===== src/rtl/vm1_trap_pkg.sv =====
// Shared vectors, source indices and state encoding for the VM1 trap/interrupt sequencer.
package vm1_trap_pkg;

    localparam logic [15:0] VEC_BUSERR = 16'o4;
    localparam logic [15:0] VEC_ERR    = 16'o10;
    localparam logic [15:0] VEC_BPT    = 16'o14;
    localparam logic [15:0] VEC_IOT    = 16'o20;
    localparam logic [15:0] VEC_EMT    = 16'o30;
    localparam logic [15:0] VEC_TRAP   = 16'o34;

    localparam int N_SRC      = 6;
    localparam int SRC_BUSERR = 0;
    localparam int SRC_ERR    = 1;
    localparam int SRC_BPT    = 2;
    localparam int SRC_IOT    = 3;
    localparam int SRC_EMT    = 4;
    localparam int SRC_TRAP   = 5;

    typedef enum logic [2:0] {
        ST_IDLE,
        ST_PUSH_PSW,
        ST_PUSH_PC,
        ST_RD_PC,
        ST_RD_PSW,
        ST_HALT
    } state_t;

    // Level of irq[n]: base + n, saturating at 7.
    function automatic logic [2:0] irq_level(input logic [2:0] base, input int n);
        logic [3:0] sum;
        sum = {1'b0, base} + 4'(n);
        return (sum > 4'd7) ? 3'd7 : sum[2:0];
    endfunction

endpackage


===== src/rtl/vm1_trap_prio.sv =====
// Combinational winner select: latched traps, then trace, then highest irq above the PSW priority.
// Zero latency, no state.
module vm1_trap_prio
    import vm1_trap_pkg::*;
#(
    parameter logic [15:0] IRQ_VEC_BASE = 16'o000100,
    parameter logic [2:0]  IRQ_LEVEL0   = 3'd4
) (
    input  logic [N_SRC-1:0] pend,
    input  logic [3:0]       irq,
    input  logic [2:0]       ipl,
    input  logic             trace,
    output logic             win_vld,
    output logic [15:0]      win_vec,
    output logic [N_SRC-1:0] win_src
);

    logic        irq_hit;
    logic [15:0] irq_vec;

    // Later (higher-numbered) lines overwrite earlier hits.
    always_comb begin
        irq_hit = 1'b0;
        irq_vec = 16'd0;
        for (int n = 0; n < 4; n++) begin
            if (irq[n] && (irq_level(IRQ_LEVEL0, n) > ipl)) begin
                irq_hit = 1'b1;
                irq_vec = IRQ_VEC_BASE + 16'(4 * n);
            end
        end
    end

    always_comb begin
        win_vld = 1'b1;
        win_vec = 16'd0;
        win_src = '0;
        if (pend[SRC_BUSERR]) begin
            win_vec = VEC_BUSERR;
            win_src[SRC_BUSERR] = 1'b1;
        end else if (pend[SRC_ERR]) begin
            win_vec = VEC_ERR;
            win_src[SRC_ERR] = 1'b1;
        end else if (pend[SRC_BPT]) begin
            win_vec = VEC_BPT;
            win_src[SRC_BPT] = 1'b1;
        end else if (pend[SRC_IOT]) begin
            win_vec = VEC_IOT;
            win_src[SRC_IOT] = 1'b1;
        end else if (pend[SRC_EMT]) begin
            win_vec = VEC_EMT;
            win_src[SRC_EMT] = 1'b1;
        end else if (pend[SRC_TRAP]) begin
            win_vec = VEC_TRAP;
            win_src[SRC_TRAP] = 1'b1;
        end else if (trace) begin
            win_vec = VEC_BPT;
        end else if (irq_hit) begin
            win_vec = irq_vec;
        end else begin
            win_vld = 1'b0;
        end
    end

endmodule


===== src/rtl/vm1_trap_seq.sv =====
// VM1 trap/interrupt entry sequencer: push PSW, push PC, fetch PC, fetch PSW; bus_req the cycle after boundary.
// Each transfer holds until bus_ack, with a one-cycle gap between them. VM1_TRACE_TRAP_EN enables trace traps on PSW.T.
module vm1_trap_seq
    import vm1_trap_pkg::*;
#(
    parameter logic [15:0] IRQ_VEC_BASE = 16'o000100,
    parameter logic [2:0]  IRQ_LEVEL0   = 3'd4
) (
    input  logic        clk,
    input  logic        reset_n,
    input  logic        ce,
    input  logic        boundary,
    input  logic        req_buserr,
    input  logic        req_err,
    input  logic        req_bpt,
    input  logic        req_iot,
    input  logic        req_emt,
    input  logic        req_trap,
    input  logic [3:0]  irq,
    input  logic [15:0] psw,
    input  logic [15:0] pc,
    input  logic [15:0] sp,
    output logic        busy,
    output logic        done,
    output logic        halted,
    output logic        bus_req,
    output logic        bus_we,
    output logic [15:0] bus_addr,
    output logic [15:0] bus_wdata,
    input  logic [15:0] bus_rdata,
    input  logic        bus_ack,
    input  logic        bus_fault,
    output logic        sp_wr,
    output logic        pc_wr,
    output logic        psw_wr,
    output logic [15:0] sp_new,
    output logic [15:0] pc_new,
    output logic [15:0] psw_new
);

    state_t            state_q, state_d;
    logic [N_SRC-1:0]  pend_q, pend_d;
    logic [15:0]       vec_q, vec_d;
    logic [15:0]       pc_old_q, pc_old_d;
    logic              bus_req_q, bus_req_d;
    logic              bus_we_q, bus_we_d;
    logic [15:0]       bus_addr_q, bus_addr_d;
    logic [15:0]       bus_wdata_q, bus_wdata_d;

    logic              trace_req;
    logic              win_vld;
    logic [15:0]       win_vec;
    logic [N_SRC-1:0]  win_src;
    logic [N_SRC-1:0]  req_v;
    logic              take;
    logic              acc;

`ifdef VM1_TRACE_TRAP_EN
    assign trace_req = psw[4];
`else
    assign trace_req = 1'b0;
`endif

    assign req_v = {req_trap, req_emt, req_iot, req_bpt, req_err, req_buserr};

    vm1_trap_prio #(
        .IRQ_VEC_BASE (IRQ_VEC_BASE),
        .IRQ_LEVEL0   (IRQ_LEVEL0)
    ) u_prio (
        .pend    (pend_q),
        .irq     (irq),
        .ipl     (psw[7:5]),
        .trace   (trace_req),
        .win_vld (win_vld),
        .win_vec (win_vec),
        .win_src (win_src)
    );

    assign busy      = (state_q != ST_IDLE);
    assign halted    = (state_q == ST_HALT);
    assign bus_req   = bus_req_q;
    assign bus_we    = bus_we_q;
    assign bus_addr  = bus_addr_q;
    assign bus_wdata = bus_wdata_q;

    always_comb begin
        state_d     = state_q;
        vec_d       = vec_q;
        pc_old_d    = pc_old_q;
        bus_req_d   = bus_req_q;
        bus_we_d    = bus_we_q;
        bus_addr_d  = bus_addr_q;
        bus_wdata_d = bus_wdata_q;
        take        = 1'b0;
        done        = 1'b0;
        sp_wr       = 1'b0;
        pc_wr       = 1'b0;
        psw_wr      = 1'b0;
        sp_new      = 16'd0;
        pc_new      = 16'd0;
        psw_new     = 16'd0;
        acc         = ce && bus_req_q && bus_ack;

        case (state_q)
            ST_IDLE: begin
                if (boundary && win_vld) begin
                    take        = 1'b1;
                    state_d     = ST_PUSH_PSW;
                    vec_d       = win_vec;
                    pc_old_d    = pc;
                    bus_req_d   = 1'b1;
                    bus_we_d    = 1'b1;
                    bus_addr_d  = sp - 16'd2;
                    bus_wdata_d = psw;
                end
            end
            ST_PUSH_PSW: begin
                if (acc && !bus_fault) begin
                    sp_wr     = 1'b1;
                    sp_new    = bus_addr_q;
                    bus_req_d = 1'b0;
                    state_d   = ST_PUSH_PC;
                end
            end
            ST_PUSH_PC: begin
                // Gap cycle: sp already reflects the first push.
                if (!bus_req_q) begin
                    bus_req_d   = 1'b1;
                    bus_we_d    = 1'b1;
                    bus_addr_d  = sp - 16'd2;
                    bus_wdata_d = pc_old_q;
                end else if (acc && !bus_fault) begin
                    sp_wr     = 1'b1;
                    sp_new    = bus_addr_q;
                    bus_req_d = 1'b0;
                    state_d   = ST_RD_PC;
                end
            end
            ST_RD_PC: begin
                if (!bus_req_q) begin
                    bus_req_d   = 1'b1;
                    bus_we_d    = 1'b0;
                    bus_addr_d  = vec_q;
                    bus_wdata_d = 16'd0;
                end else if (acc && !bus_fault) begin
                    pc_wr     = 1'b1;
                    pc_new    = bus_rdata;
                    bus_req_d = 1'b0;
                    state_d   = ST_RD_PSW;
                end
            end
            ST_RD_PSW: begin
                if (!bus_req_q) begin
                    bus_req_d   = 1'b1;
                    bus_we_d    = 1'b0;
                    bus_addr_d  = vec_q + 16'd2;
                    bus_wdata_d = 16'd0;
                end else if (acc && !bus_fault) begin
                    psw_wr    = 1'b1;
                    psw_new   = bus_rdata;
                    done      = 1'b1;
                    bus_req_d = 1'b0;
                    state_d   = ST_IDLE;
                end
            end
            default: ;
        endcase

        if (acc && bus_fault) begin
            state_d   = ST_HALT;
            bus_req_d = 1'b0;
        end

        // A new pulse beats the clear of its own latch.
        pend_d = (pend_q & ~(take ? win_src : {N_SRC{1'b0}})) | req_v;

        if (!ce) begin
            done   = 1'b0;
            sp_wr  = 1'b0;
            pc_wr  = 1'b0;
            psw_wr = 1'b0;
            sp_new = 16'd0;
            pc_new = 16'd0;
            psw_new = 16'd0;
        end
    end

    always_ff @(posedge clk or negedge reset_n) begin
        if (!reset_n) begin
            state_q     <= ST_IDLE;
            pend_q      <= '0;
            vec_q       <= 16'd0;
            pc_old_q    <= 16'd0;
            bus_req_q   <= 1'b0;
            bus_we_q    <= 1'b0;
            bus_addr_q  <= 16'd0;
            bus_wdata_q <= 16'd0;
        end else if (ce) begin
            state_q     <= state_d;
            pend_q      <= pend_d;
            vec_q       <= vec_d;
            pc_old_q    <= pc_old_d;
            bus_req_q   <= bus_req_d;
            bus_we_q    <= bus_we_d;
            bus_addr_q  <= bus_addr_d;
            bus_wdata_q <= bus_wdata_d;
        end
    end

endmodule


===== config.mk =====
export PLATFORM = sky130hd
export DESIGN_NAME = vm1_trap_seq
export DESIGN_NICKNAME = d
export VERILOG_FILES = /design/src/rtl/vm1_trap_pkg.sv /design/src/rtl/vm1_trap_prio.sv /design/src/rtl/vm1_trap_seq.sv
export SDC_FILE = /design/constraint.sdc
export NUM_CORES = 1
export LEC_CHECK = 0
export BUFFER_PORTS_ARGS = -buffer_cell sky130_fd_sc_hd__buf_4
export CAP_MARGIN = 15
export CORE_MARGIN = 2
export CORE_UTILIZATION = 49
export CTS_BUF_LIST = sky130_fd_sc_hd__clkbuf_8
export DETAILED_ROUTE_END_ITERATION = 7
export HOLD_SLACK_MARGIN = 0.05
export PLACE_DENSITY = 0.91
export SLEW_MARGIN = 20
export SYNTH_ARGS = -nofsm -noshare
export SYNTH_HDL_FRONTEND = slang
export SYNTH_SLANG_ARGS = --single-unit

===== constraint.sdc =====
create_clock -name clk -period 2.38 [get_ports clk]
set_input_delay 0.238 -clock clk [delete_from_list [all_inputs] [get_ports clk]]
set_output_delay 0.238 -clock clk [all_outputs]
set_load 0.005 [all_outputs]

==> summary.md <==
Status
- finished, final reports clean — result of the run

STA
- no — RSZ-0062 raised after global routing
- 446 MHz — achievable clock frequency
- 0 ns — setup_tns
- 0 — count of pins over their slew limit
- 0.344 — remaining max-slew budget at the tightest pin
- 0.973 ns — worst-margin pin slew
- 0 — final-report hold violation count
- 0 — setup violation total in the final timing report
- 0.941 — period utilisation layout
- 0.00849 ns — maximum clock skew at final layout
- 2.24 ns — Final min period

Detailed routing
- 5330 um — met2 WL
- met4 — uppermost signal routing layer after detailed routing
- 10500 um — sum of routed wire length over all layers
- 0 — DRC violations left
- 727 um — routed length on met3
- 4240 um — wire length on met1
- 5.49 — vias per std cell
- 197 — violation count after the first detailed-route iteration
- 0 — number of nets with antenna violations after routing
- 16.8 um — drt wl/cell
- 3445 — vias after detailed routing
- 5 — number of optimization iterations in the first detailed-route pass

Die
- 168 — io pins
- 0.00721 sq mm — CORE AREA
- 89.9 um — Die X-Extent
- 89.9 um — die boundary height
- 0.00808 sq mm — die area
- 0.501 — initial standard-cell utilization of the core
- 31 — num rows

Setup path
- simple AND/OR/NAND/NOR gates — kind of cell adding the most delay to the critical path
- sky130_fd_sc_hd__nand2_1 — cell repeated most along the worst path
- reg -> reg — Crit Path Category
- flip-flop — startpoint class of the critical path
- flip-flop — crit path capture type
- 0.48 ns — CP peak stage delay
- nor3_1 -> nand2_1 -> o41a_1 -> nand2_1 -> buf_12 -> mux2_2 — cell-by-cell trace of the critical path
- 1 — combined buffer and inverter count along the critical path
- 2.60 ns — required time reported for the critical path endpoint
- sky130_fd_sc_hd__o41a_1 — slowest cell on the critical path
- 2.46 ns — arrival time reported for the critical path endpoint
- 21 — largest fanout on the critical path

Clocking
- sky130_fd_sc_hd__clkbuf_8 — CTS Root Cell
- 0.07 ns — clock-pin slew of the registers on the worst-case setup and hold paths
- 63 — clock net sink count
- 0.34 ns — worst skew pair latency
- 9 — clock buffer count from CTS
- built — TritonCTS clock tree
- 3 — H-tree lvl count
- 2 — maximum buffer depth of the clock tree

Global routing
- 0 — sum of overflow across all layers after global routing
- 3462 — number of global-route vias before repair
- 64 — largest net degree at the start of global routing
- 17000 um — global-route wire length before repair
- 0 — initial antenna violation count
- 0.259 — Overall Global Routing Usage

Flow run
- 0 — number of max-cap violations

Yosys
- 10.2 sq um — average footprint of a synthesized cell
- 0.184 — synthesized-area fraction occupied by and/or/nand/nor cells
- 1.00 — async set-or-reset flop fraction in the synthesized netlist
- simple AND/OR/NAND/NOR gates — combinational family with the most area after synthesis
- sky130_fd_sc_hd__dfrtp_1 (44%), sky130_fd_sc_hd__mux2_2 (13%), sky130_fd_sc_hd__and2_1 (8.7%), sky130_fd_sc_hd__a22o_1 (5.1%), sky130_fd_sc_hd__xnor2_1 (2.4%) — dominant cells by area after synthesis
- 0.0291 — parity-gate share of the synthesized area counting xor and xnor cells
- 0.154 — Compound-Gate Fraction of Synth Area
- 0.436 — Seq/Total Area, Yosys
- sky130_fd_sc_hd__dfrtp_1 — cell type with the highest aggregate area in the netlist
- 0.00346 — adder and majority cell fraction of the synthesized area
- 50 — post-synthesis cell type count
- 63 — Yosys reg bits
- 0.00362 sq mm — netlist area before placement
- 355 — gate count of the mapped netlist
- 436 — Net Count, Synth
- 0 — Yosys Warn Count
- 0.436 — proportion of netlist area held by the largest area contributor
- sky130_fd_sc_hd__dfrtp_1 — predominant post-synthesis flop cell
- 0.142 — mux share of post-synthesis cell area
- 0 — count of flip-flops with a built-in enable after synthesis

Worst hold path
- in -> reg — class of the tightest hold or removal check

Finish
- 0.727 — Util after Layout
- 45.1% — synthesis-to-finish area growth
- 563 — total of fill cells in the finished design
- 606 — Final nets
- 0.457 — ratio of cells with drive above 1 in the final layout
- 0 — number of diodes
- 0.00158 sq mm — Register Area
- 0.00187 sq mm — total area of multi-input combinational cells

Place
- 7760 um — detailed placement HPWL
- 167 — I/O Buffers
- 0.882 — global placer's final weighted congestion

Pwr
- 2.54 nW — total leakage power
- 985 mW/mm^2 — total power density per cell area
- 622 uV — worst ir drop on vdd
- 5.16 mW — total power draw

## report_power, final
group | total (mW) | leakage, nW | internal [mW] | switching [mW]
registers | 1.89 | 0.746 | 1.55 | 0.343
clock network | 1.11 | 0.117 | 0.690 | 0.418
logic | 2.17 | 1.67 | 1.23 | 0.936
total | 5.16 | 2.54 | 3.47 | 1.70
## per-layer routing
metal  vias up  global-route usage
li1       1595                   -
met1      1651               0.313
met2       175               0.456
met3        24              0.0511
met4         0               0.101
met5         -                   0
## cell usage in the layout (no fill, tap or decap), types with 2 or more instances in the layout
master	netlist	layout
sky130_fd_sc_hd__nor2_1	15	15
sky130_fd_sc_hd__o22a_1	2	2
sky130_fd_sc_hd__nor3_1	9	9
sky130_fd_sc_hd__o21ai_0	10	10
sky130_fd_sc_hd__nand3_1	7	7
sky130_fd_sc_hd__bufinv_16	0	3
sky130_fd_sc_hd__and2_1	50	51
sky130_fd_sc_hd__a221oi_1	2	2
sky130_fd_sc_hd__nand2b_1	2	2
sky130_fd_sc_hd__inv_1	17	18
sky130_fd_sc_hd__or4_1	3	3
sky130_fd_sc_hd__dfrtp_1	63	62
sky130_fd_sc_hd__mux2_2	41	41
sky130_fd_sc_hd__a22o_1	21	21
sky130_fd_sc_hd__buf_12	0	2
sky130_fd_sc_hd__o22ai_1	10	10
sky130_fd_sc_hd__xnor2_1	10	10
sky130_fd_sc_hd__a21o_1	2	2
sky130_fd_sc_hd__mux2i_1	4	4
sky130_fd_sc_hd__clkbuf_8	0	9
sky130_fd_sc_hd__nand2_1	16	16
sky130_fd_sc_hd__nor2b_1	4	4
sky130_fd_sc_hd__buf_4	4	177
sky130_fd_sc_hd__nor4_1	2	2
sky130_fd_sc_hd__o41ai_1	2	2
sky130_fd_sc_hd__xor2_1	2	2
sky130_fd_sc_hd__nor2_2	2	2
sky130_fd_sc_hd__a31oi_1	2	2
sky130_fd_sc_hd__a21oi_1	15	15
## metrics by stage
| step | setup WS (ns) | cells | cell area, sq um | hold slack [ns] |
|---|---|---|---|---|
| 2_1_floorplan | 0.357 | 355 | 3620 | -0.0576 |
| 3_3_place_gp | 0.271 | 612 | 4990 | 0.369 |
| 3_5_place_dp | 0.177 | 612 | 4990 | 0.377 |
| 4_1_cts | 0.0797 | 628 | 5230 | 0.117 |
| 5_1_grt | 0.0191 | 628 | 5250 | 0.126 |
| 6_report | 0.140 | 628 | 5250 | 0.125 |
## state kept, by name (all words and copies together), names as in the netlist
signal,count
vec_q,4
bus_wdata,16
bus_req,1
bus_we,1
bus_addr,16
pc_old_q,16
state_q,3
pend_q,6
## synth_stat cells, drive strengths merged, types with 2 or more instances
cell type	count
a21oi	15
inv	17
nand3	7
nand2b	2
nor4	3
or4	3
a22o	21
dfrtp	63
a21o	2
o41ai	2
mux2i	4
o21ai	10
o22a	2
and2	51
nor2b	4
mux2	42
xnor2	10
nor2	17
a221oi	2
a31oi	2
o22ai	10
xor2	2
nand2	16
buf	10
nor3	10
clkbuf	11
## layout make-up
cell class	instances	share of cell area
repair buffers	180	0.263
clock buffers	9	0.0236
clock inverters	6	0.0210
well taps	99	0.0236
flip-flops and latches	63	0.301
multi-input cells	254	0.356
inverters	17	0.0122
## cell families (layout without fill, tap and decap cells)
family,Yosys count,after routing
AND/OR/NAND/NOR,119,119
AO/OA/AOI/OAI,76,76
flip-flops,63,63
multiplexers,46,46
buffers and inverters,38,212
XOR/XNOR,12,12
adder cells (fa/ha/maj),1,1
## final timing paths
path / from / end / slack [ns] / cells after the start
worst min-delay path: pc[9] / pc_old_q[9]$_DFFE_PN0P_ / 0.12 / 2
worst max register to register: pend_q[3]$_DFFE_PN0P_ / vec_q[6]$_DFFE_PN0P_ / 0.14 / 6
worst min register to register: bus_wdata[15]$_DFFE_PN0P_ / bus_wdata[15]$_DFFE_PN0P_ / 0.50 / 1
worst max-delay path: pend_q[3]$_DFFE_PN0P_ / vec_q[6]$_DFFE_PN0P_ / 0.14 / 6
max in group asynchronous: reset_n / bus_req$_DFFE_PN0P_ / 1.27 / 2
min in group asynchronous: reset_n / bus_addr[1]$_DFFE_PN0P_ / 0.54 / 2
## repair_timing
item                       CTS  global route
pin swaps                    0             1
buffers inserted             0             0
setup endpoints to repair   13            21
hold buffers                 1             0
gates resized for setup      1             2
hold endpoints to repair    63             0
Power figures use the tool's default switching activity.
